[src/rtl/i2c_pkg.sv]
// Shared definitions for the I2C target: FSM states, SDARR bit positions and
// the default bus address.
package i2c_pkg;

    typedef enum logic [2:0] {
        ST_IDLE,
        ST_ADDR,
        ST_ADDR_ACK,
        ST_RX,
        ST_RX_ACK,
        ST_TX,
        ST_TX_ACK,
        ST_WAIT_STOP
    } i2c_state_e;

    localparam int SDARR_RX_VALID = 15;
    localparam int SDARR_OVERRUN  = 14;
    localparam int SDARR_UNDERRUN = 13;
    localparam int SDARR_BUSY     = 12;

    localparam logic [6:0] I2C_DEFAULT_ADDR = 7'h50;

endpackage

[src/rtl/i2c_sync_edge.sv]
// Two-flop synchronizer for an asynchronous bus pin, followed by a registered
// rise/fall pulse stage. level_o is aligned with the pulses.
module i2c_sync_edge (
    input  logic clk,
    input  logic reset,
    input  logic d_i,
    output logic level_o,
    output logic rise_o,
    output logic fall_o
);

    logic meta_q, sync_q, prev_q, rise_q, fall_q;

    // An idle I2C bus is high, so every stage resets to 1 to avoid a false edge.
    always_ff @(posedge clk) begin
        if (reset) begin
            meta_q <= 1'b1;
            sync_q <= 1'b1;
            prev_q <= 1'b1;
            rise_q <= 1'b0;
            fall_q <= 1'b0;
        end else begin
            meta_q <= d_i;
            sync_q <= meta_q;
            prev_q <= sync_q;
            rise_q <= sync_q & ~prev_q;
            fall_q <= ~sync_q & prev_q;
        end
    end

    assign level_o = prev_q;
    assign rise_o  = rise_q;
    assign fall_o  = fall_q;

endmodule

[src/rtl/i2c_target.sv]
// I2C target endpoint: address match, byte receive/transmit with open-drain SDA,
// and a CPU-side status/receive register plus transmit-byte register.
module i2c_target
    import i2c_pkg::*;
#(
    parameter logic [6:0] ADDR = I2C_DEFAULT_ADDR
) (
    input  logic        clk,
    input  logic        reset,
    input  logic        SCL_BUS,
    input  logic        SDA_IN,
    output logic        SDA_OE,
    input  logic [15:0] MDR,
    input  logic        LD_SDATR,
    input  logic        RD_SDARR,
    output logic [15:0] SDARR,
    output logic        TX_EMPTY,
    output i2c_state_e  STATE_DBG
);

    logic scl_lvl, scl_rise, scl_fall;
    logic sda_lvl, sda_rise, sda_fall;

    i2c_sync_edge u_scl (
        .clk(clk), .reset(reset), .d_i(SCL_BUS),
        .level_o(scl_lvl), .rise_o(scl_rise), .fall_o(scl_fall)
    );

    i2c_sync_edge u_sda (
        .clk(clk), .reset(reset), .d_i(SDA_IN),
        .level_o(sda_lvl), .rise_o(sda_rise), .fall_o(sda_fall)
    );

    i2c_state_e  state_q;
    logic [3:0]  bit_cnt_q;
    logic [7:0]  rx_shift_q, rx_data_q, tx_shift_q, tx_data_q;
    logic        rx_valid_q, overrun_q, underrun_q, tx_empty_q;
    logic        sda_oe_q, rw_q, ack_phase_q, nack_q;

    logic        start_det, stop_det;
    logic [7:0]  rx_byte_d, tx_next_d;
    logic        unused_mdr;

    assign start_det  = sda_fall & scl_lvl;
    assign stop_det   = sda_rise & scl_lvl;
    assign rx_byte_d  = {rx_shift_q[6:0], sda_lvl};
    // An empty transmit register means the CPU fell behind: send all-ones.
    assign tx_next_d  = tx_empty_q ? 8'hFF : tx_data_q;
    assign unused_mdr = ^MDR[15:8];

    always_ff @(posedge clk) begin
        if (reset) begin
            state_q     <= ST_IDLE;
            bit_cnt_q   <= 4'd0;
            rx_shift_q  <= 8'h00;
            rx_data_q   <= 8'h00;
            tx_shift_q  <= 8'h00;
            tx_data_q   <= 8'h00;
            rx_valid_q  <= 1'b0;
            overrun_q   <= 1'b0;
            underrun_q  <= 1'b0;
            tx_empty_q  <= 1'b1;
            sda_oe_q    <= 1'b0;
            rw_q        <= 1'b0;
            ack_phase_q <= 1'b0;
            nack_q      <= 1'b0;
        end else begin
            if (RD_SDARR) begin
                rx_valid_q <= 1'b0;
                overrun_q  <= 1'b0;
            end
            if (stop_det) begin
                state_q  <= ST_IDLE;
                sda_oe_q <= 1'b0;
            end else if (start_det) begin
                state_q   <= ST_ADDR;
                bit_cnt_q <= 4'd0;
                sda_oe_q  <= 1'b0;
            end else begin
                case (state_q)
                    ST_ADDR: if (scl_rise) begin
                        rx_shift_q <= rx_byte_d;
                        bit_cnt_q  <= bit_cnt_q + 4'd1;
                        if (bit_cnt_q == 4'd7) begin
                            ack_phase_q <= 1'b0;
                            rw_q        <= rx_byte_d[0];
                            state_q     <= (rx_byte_d[7:1] == ADDR) ? ST_ADDR_ACK : ST_WAIT_STOP;
                        end
                    end
                    ST_ADDR_ACK: if (scl_fall) begin
                        if (!ack_phase_q) begin
                            sda_oe_q    <= 1'b1;
                            ack_phase_q <= 1'b1;
                        end else if (rw_q) begin
                            // The ACK-ending fall is also when the first data bit goes out.
                            state_q    <= ST_TX;
                            sda_oe_q   <= ~tx_next_d[7];
                            tx_shift_q <= {tx_next_d[6:0], 1'b0};
                            bit_cnt_q  <= 4'd1;
                            tx_empty_q <= 1'b1;
                            if (tx_empty_q) underrun_q <= 1'b1;
                        end else begin
                            state_q   <= ST_RX;
                            sda_oe_q  <= 1'b0;
                            bit_cnt_q <= 4'd0;
                        end
                    end
                    ST_RX: if (scl_rise) begin
                        rx_shift_q <= rx_byte_d;
                        bit_cnt_q  <= bit_cnt_q + 4'd1;
                        if (bit_cnt_q == 4'd7) begin
                            ack_phase_q <= 1'b0;
                            state_q     <= ST_RX_ACK;
                            if (!rx_valid_q) begin
                                rx_data_q  <= rx_byte_d;
                                rx_valid_q <= 1'b1;
                                nack_q     <= 1'b0;
                            end else begin
                                overrun_q <= 1'b1;
                                nack_q    <= 1'b1;
                            end
                        end
                    end
                    ST_RX_ACK: if (scl_fall) begin
                        if (!ack_phase_q) begin
                            sda_oe_q    <= ~nack_q;
                            ack_phase_q <= 1'b1;
                        end else begin
                            sda_oe_q  <= 1'b0;
                            state_q   <= ST_RX;
                            bit_cnt_q <= 4'd0;
                        end
                    end
                    ST_TX: if (scl_fall) begin
                        if (bit_cnt_q == 4'd8) begin
                            sda_oe_q <= 1'b0;
                            state_q  <= ST_TX_ACK;
                        end else begin
                            sda_oe_q   <= ~tx_shift_q[7];
                            tx_shift_q <= {tx_shift_q[6:0], 1'b0};
                            bit_cnt_q  <= bit_cnt_q + 4'd1;
                        end
                    end
                    ST_TX_ACK: if (scl_rise) begin
                        if (!sda_lvl) begin
                            state_q    <= ST_TX;
                            tx_shift_q <= tx_next_d;
                            bit_cnt_q  <= 4'd0;
                            tx_empty_q <= 1'b1;
                            if (tx_empty_q) underrun_q <= 1'b1;
                        end else begin
                            state_q <= ST_WAIT_STOP;
                        end
                    end
                    default: sda_oe_q <= 1'b0;
                endcase
            end
            // Placed last so a CPU write wins over a same-cycle transmit load.
            if (LD_SDATR) begin
                tx_data_q  <= MDR[7:0];
                tx_empty_q <= 1'b0;
                underrun_q <= 1'b0;
            end
        end
    end

    always_comb begin
        SDARR                 = 16'h0000;
        SDARR[7:0]            = rx_data_q;
        SDARR[SDARR_RX_VALID] = rx_valid_q;
        SDARR[SDARR_OVERRUN]  = overrun_q;
        SDARR[SDARR_UNDERRUN] = underrun_q;
        SDARR[SDARR_BUSY]     = (state_q != ST_IDLE);
    end

    assign SDA_OE    = sda_oe_q;
    assign TX_EMPTY  = tx_empty_q;
    assign STATE_DBG = state_q;

endmodule

[config.mk]
export PLATFORM = sky130hd
export DESIGN_NAME = i2c_target
export DESIGN_NICKNAME = d
export VERILOG_FILES = /design/src/rtl/i2c_pkg.sv /design/src/rtl/i2c_sync_edge.sv /design/src/rtl/i2c_target.sv
export SDC_FILE = /design/constraint.sdc
export NUM_CORES = 1
export LEC_CHECK = 0
export BUFFER_PORTS_ARGS = -buffer_cell sky130_fd_sc_hd__buf_2
export CORE_ASPECT_RATIO = 1.25
export CORE_MARGIN = 2
export CORE_UTILIZATION = 40
export DETAILED_ROUTE_END_ITERATION = 6
export GPL_ROUTABILITY_DRIVEN = 1
export PLACE_DENSITY = 0.58
export RECOVER_POWER = 25
export SYNTH_ARGS = -nofsm -noshare
export SYNTH_HDL_FRONTEND = slang
export SYNTH_SLANG_ARGS = --single-unit
export TNS_END_PERCENT = 5
[constraint.sdc]
create_clock -name clk -period 2.15 [get_ports clk]
set_input_delay 0.43 -clock clk [delete_from_list [all_inputs] [get_ports clk]]
set_output_delay 0.43 -clock clk [all_outputs]
set_load 0.05 [all_outputs]
# Yosys cells after proc, flatten, opt, wreduce, memory -nomap -nowiden
# Cells that the tools add are included.
dict set report word_totals {
  register_bits 56
  in_bits 22
  output_inout_bits 21
  elab_cells 196
}
dict set report classes {
  add_sub_neg 1
  eq_ne 47
  n_mux 80
  n_bitwise 17
  n_reduce_logical 26
}
# operator count
set ops {}
lappend ops {{8-bit 2-to-1 mux} 8}
lappend ops {{1-bit 2-to-1 mux} 41}
lappend ops {{4-bit 2-to-1 mux} 10}
lappend ops {{3-bit 2-to-1 mux} 13}
lappend ops {{3-bit != test (second input constant)} 10}
lappend ops {{3-bit by 2-bit != test with 1-bit output (second input constant)} 8}
lappend ops {{8-bit one-hot mux with 3 select lines} 1}
lappend ops {{12-bit AND reduction} 2}
lappend ops {{2-bit != test (second input constant)} 10}
lappend ops {{4-bit one-hot mux with 5 select lines} 1}
lappend ops {{2-bit by 1-bit != test with 1-bit output (second input constant)} 9}
lappend ops {{3-bit one-hot mux with 6 select lines} 1}
lappend ops {{8-bit AND reduction} 2}
lappend ops {{6-bit AND reduction} 2}
lappend ops {{6-bit nonzero test} 2}
lappend ops {{1-bit inverter} 11}
lappend ops {{11-bit AND reduction} 1}
lappend ops {{10-bit AND reduction} 1}
lappend ops {{5-bit AND reduction} 2}
lappend ops {{3-bit == test (second input constant)} 3}
lappend ops {{3-bit nonzero test} 3}
lappend ops {{4-bit AND reduction} 2}
lappend ops {{2-bit OR reduction} 4}
lappend ops {{7-bit == test (second input constant)} 1}
lappend ops {{other kinds (13)} 23}

# Depth between registers and ports, before layout
dict set report depth {
  word_depth 7
  ltp_mapped 8
  depth_no_buf 7
}

# Hierarchy
# From an unflattened synthesis, not the netlist that was laid out.
dict set report hier_totals {
  hier_cells 310
  hier_area_um2 2802.7
}
# module n_inst cells_per_inst area_each_um2 seq_area_each_um2
set by_module_without_submodules {}
lappend by_module_without_submodules {i2c_target 1 290 2534.9 920.9}
lappend by_module_without_submodules {i2c_sync_edge 2 10 133.9 100.1}

# Worst setup path before layout
# No wires, ideal clock.
dict set report synth_timing {
  kind {reg-to-reg}
  from {reg state_q[2], in the netlist STATE_DBG[2]}
  to {reg bit_cnt_q[1]}
  setup_ns 0.070
  t_arrival_ns 2.206
  required_time_ns 2.080
  path_slack_ns -0.127
  stages_incl_launch_ff 8
  path_buffers 2
  period_less_slack_ns 2.277
  path_cell_list {dfxtp_1 buf_4 and3b_1 buf_6 a21oi_2 a221o_1 or4b_1 a21oi_1}
}
dict set report synth_via {
  elab_chain_len 4
  elab_cells_between_ends 20
  cone_classes {eq/ne (15); mux (2); reduce/logical (3)}
}
# element line_no
set synth_lines {}
lappend synth_lines {{start: declaration} i2c_target.sv:34} ;# i2c_state_e state_q;
lappend synth_lines {{start signal: assignment} i2c_target.sv:87} ;# state_q <= (rx_byte_d[7:1] == ADDR) ? ST_ADDR_ACK : ST_WAIT_STOP;
lappend synth_lines {{3-bit by 2-bit == test with 1-bit output or 3-bit by 1-bit == test with 1-bit output (tied branches)} i2c_target.sv:80} ;# case (state_q)
lappend synth_lines {{2-bit OR reduction (no source line)} n/a}
lappend synth_lines {{3-bit by 1-bit != test with 1-bit output (no source line), or another cell as far along} n/a}
lappend synth_lines {{11-bit AND reduction (no source line) or 4-bit 2-to-1 mux (tied branches)} n/a}
lappend synth_lines {{end signal: assignment} i2c_target.sv:83} ;# bit_cnt_q <= bit_cnt_q + 4'd1;
lappend synth_lines {{end signal: assignment} i2c_target.sv:110} ;# bit_cnt_q <= bit_cnt_q + 4'd1;
lappend synth_lines {{end signal: assignment} i2c_target.sv:141} ;# bit_cnt_q <= bit_cnt_q + 4'd1;
lappend synth_lines {{end: declaration} i2c_target.sv:35} ;# logic [3:0] bit_cnt_q;
# Parallel ways exist; a longest one is shown, timed or not.
# A chain may end at the register's enable or synchronous reset.

# Final worst setup path
dict set report layout_timing {
  from {reg bit_cnt_q[0]}
  to {reg bit_cnt_q[1]}
}
dict set report layout_via {
  elab_chain_len 5
  elab_cells_between_ends 9
  cone_classes {add/sub (1); eq/ne (2); mux (5); reduce/logical (1)}
}
# element line_no
set layout_lines {}
lappend layout_lines {{4-bit by 1-bit adder with 4-bit output} {i2c_target.sv:83, i2c_target.sv:110, i2c_target.sv:141}}
lappend layout_lines {{4-bit 2-to-1 mux} i2c_target.sv:135} ;# if (bit_cnt_q == 4'd8) begin
lappend layout_lines {{4-bit 2-to-1 mux} i2c_target.sv:134} ;# ST_TX: if (scl_fall) begin
lappend layout_lines {{4-bit one-hot mux with 5 select lines} i2c_target.sv:80}
lappend layout_lines {{4-bit 2-to-1 mux} i2c_target.sv:75} ;# end else if (start_det) begin
# Parallel ways exist; a longest one is shown, timed or not. The select of a mux whose other input is x is not followed.

==> reports/results.ini <==
[job]
max-cap-violations=0

[setup_path]
cp-start-kind=flip-flop
crit_end=bit_cnt_q[1]
startpoint=bit_cnt_q[0]
arrival_ns=2.20
reg2reg_depth=7
crit_fanout=5
critPathKind=reg2reg
critical_path.endpoint_type=flip-flop
crit_required_ns=2.38
timing.rr.start=bit_cnt_q[0]
rrSetupSlack_ns=0.18
r2r_end=bit_cnt_q[1]

[placed_design]
dp_hpwl_mm=4.10
gp_congestion=0.791
dp_slack_ns=0.146
io_buffers=30
dpl.cell_count=411
dpl_cell_area_um2=2920

[floorplanning]
fp.dieH_um=95.8
dieArea_um2=7410
start_util=0.413
ioPinCount=43
coreArea_um2=6520
rows=33
die_x_um=77.4

[worst_hold_path]
hold_class=in2reg

[timing]
grt_setup_unrepaired=false
whs_ns=0.299
min_period_over_period=0.917
finClkSkew_ns=0.00476
finalCriticalPeriod_ns=1.97
setup_ws_ns=0.178
fmaxAchievable_mhz=507
fin_setup_tns_ns=0
tightest_slew_ns=1.47
relSlewSlack=0.0201
final_hold_viol_count=0
setup_violations=0
drv_slew=0

[pwr]
power_density_nw_per_um2=776
leakage_nw=1.28
power_mw=2.37
ir_drop_v=0.000384

[synthesis]
ys.flop_type=dfxtp_1
synth_edf_count=0
syn_area_um2=2700
yosysUniqueCellTypes=52
synth_cells=304
synthArstFlopShare=0
synth_seq_cells=56
syn_area_per_cell_um2=8.87
ys_warn_count=0
yosysSeqAreaShare=0.416

[global_route]
grt_pass1_vias=2010
grt_usage=0.162
antenna_found_initial=0
grt_start_max_net_pins=38
grt_pass1_wl_mm=9.53
grt.overflow.total=0

[routing]
first_iter_violations=127
drtPass1Iterations=5
wire_per_inst_um=13.7
ant_nets=0
via_per_inst=5.19
num_vias=2175
drc=0
drt_wl_total_mm=5.75

[cts]
root_buffer=clkbuf_8
clkSlewWorstSetupHoldPaths_ns=0.10
postCtsSetupBuffers=0
cts_tree=done
htreeDepth=2
insertion_delay_ns=0.31
numCtsBuffers=5
clock_sinks=56
clk_path_buf_depth=2

[final_layout]
final_area_um2=3050
num_antenna_cells=0
fin_nets=355
final_cells=419
drive_gt1_frac=0.211
final_util=0.467
syn_to_final_growth_pct=13.0

[outcome]
status=completed

Yosys cell counts (4+ instances only):
cell type,number,area share
dfxtp_1,56,0.42
nor2_1,39,0.054
mux2i_1,23,0.085
a21oi_1,17,0.032
o21ai_0,15,0.028
clkbuf_1,14,0.019
nand2_1,11,0.015
buf_4,10,0.028
nor2b_1,10,0.023
nand3_1,9,0.017
inv_1,7,0.0098
o41ai_1,7,0.023
or2_2,7,0.016
mux2_2,6,0.025
o22ai_1,6,0.014
nand2b_1,4,0.0093
nand3b_1,4,0.011
nand4b_1,4,0.013
nor3_1,4,0.0074
critical path, stage by stage, from the launching register on:
cell	delay (ns)
dfxtp_1	0.42
inv_1	0.07
ha_1	0.19
nand3b_1	0.12
o221ai_1	0.15
a221o_1	0.31
or4b_1	0.50
a21oi_1	0.14
state kept, by name, summed over array words and instances, names as in the netlist, 3 cells and up:
name        flops
bit_cnt_q       4
STATE_DBG       3
rx_data_q       8
rx_shift_q      7
tx_data_q       8
tx_shift_q      8
cell usage in the layout (no fill, tap or decap), drive strengths merged, types with 2 or more instances in the layout:
cell	instances
and3	2
a22oi	2
o21bai	2
nand2b	4
a2111oi	2
nand2	11
or4b	2
inv	7
a21oi	18
o41ai	7
ha	2
and3b	2
nor3b	3
nand3b	5
nor4	2
mux2	6
o22ai	6
a211oi	3
clkbuf	9
nor2b	10
and2	3
nand3	9
or2b	2
or2	7
mux2i	23
dfxtp	56
nand4b	4
conb	4
buf	42
o21ai	15
a31oi	3
nor2	39
nor3	4
cells by family (layout without fill, tap and decap cells):
family	Yosys count	count (layout)	share of synthesized area
adder cells (fa/ha/maj)	2	2	0.00928
multiplexers	29	29	0.110
flip-flops	56	56	0.416
XOR/XNOR	1	1	0.00325
AND/OR/NAND/NOR	116	116	0.237
other	1	4	0.00139
AO/OA/AOI/OAI	65	65	0.156
buffers and inverters	34	59	0.0673
per-layer routing:
| metal | track usage | share of wire |
|---|---|---|
| met5 | 0 | 0 |
| met4 | 0.0640 | 0.018 |
| met3 | 0.0291 | 0.037 |
| met2 | 0.286 | 0.49 |
| met1 | 0.196 | 0.45 |
layout make-up:
class,count,area [um^2]
Clock buffer,7,96.3
Clock inverter,1,30.0
Fill cell,666,3480
Inverter,7,26.3
Multi-Input combinational cell,217,1400
Sequential cell,56,1130
Tap cell,87,109
Timing Repair Buffer,44,254
repair_timing:
item / 4_1_cts / 5_1_grt
resized for setup: 0 / 1
hold buffers: 0 / 0
setup endpoints to repair: 0 / 3
power breakdown:
group	total (mW)	switching, mW	internal [mW]
clock	0.745	0.334	0.411
sequential	1.15	0.0728	1.08
combinational	0.472	0.294	0.178
how the worst min path moves through the flow:
stage,from,end,slack (ns),cells after the start
after floorplan,u_scl.meta_q,u_scl.sync_q,0.39,1
final,SCL_BUS,u_scl.meta_q,0.30,2
after CTS,SDA_IN,u_sda.meta_q,0.29,2
after global routing,SDA_IN,u_sda.meta_q,0.29,2
after global placement,u_sda.meta_q,u_sda.sync_q,0.39,1
after detailed placement,u_scl.meta_q,u_scl.sync_q,0.40,1
No activity file was read; power rests on OpenSTA's default activity.
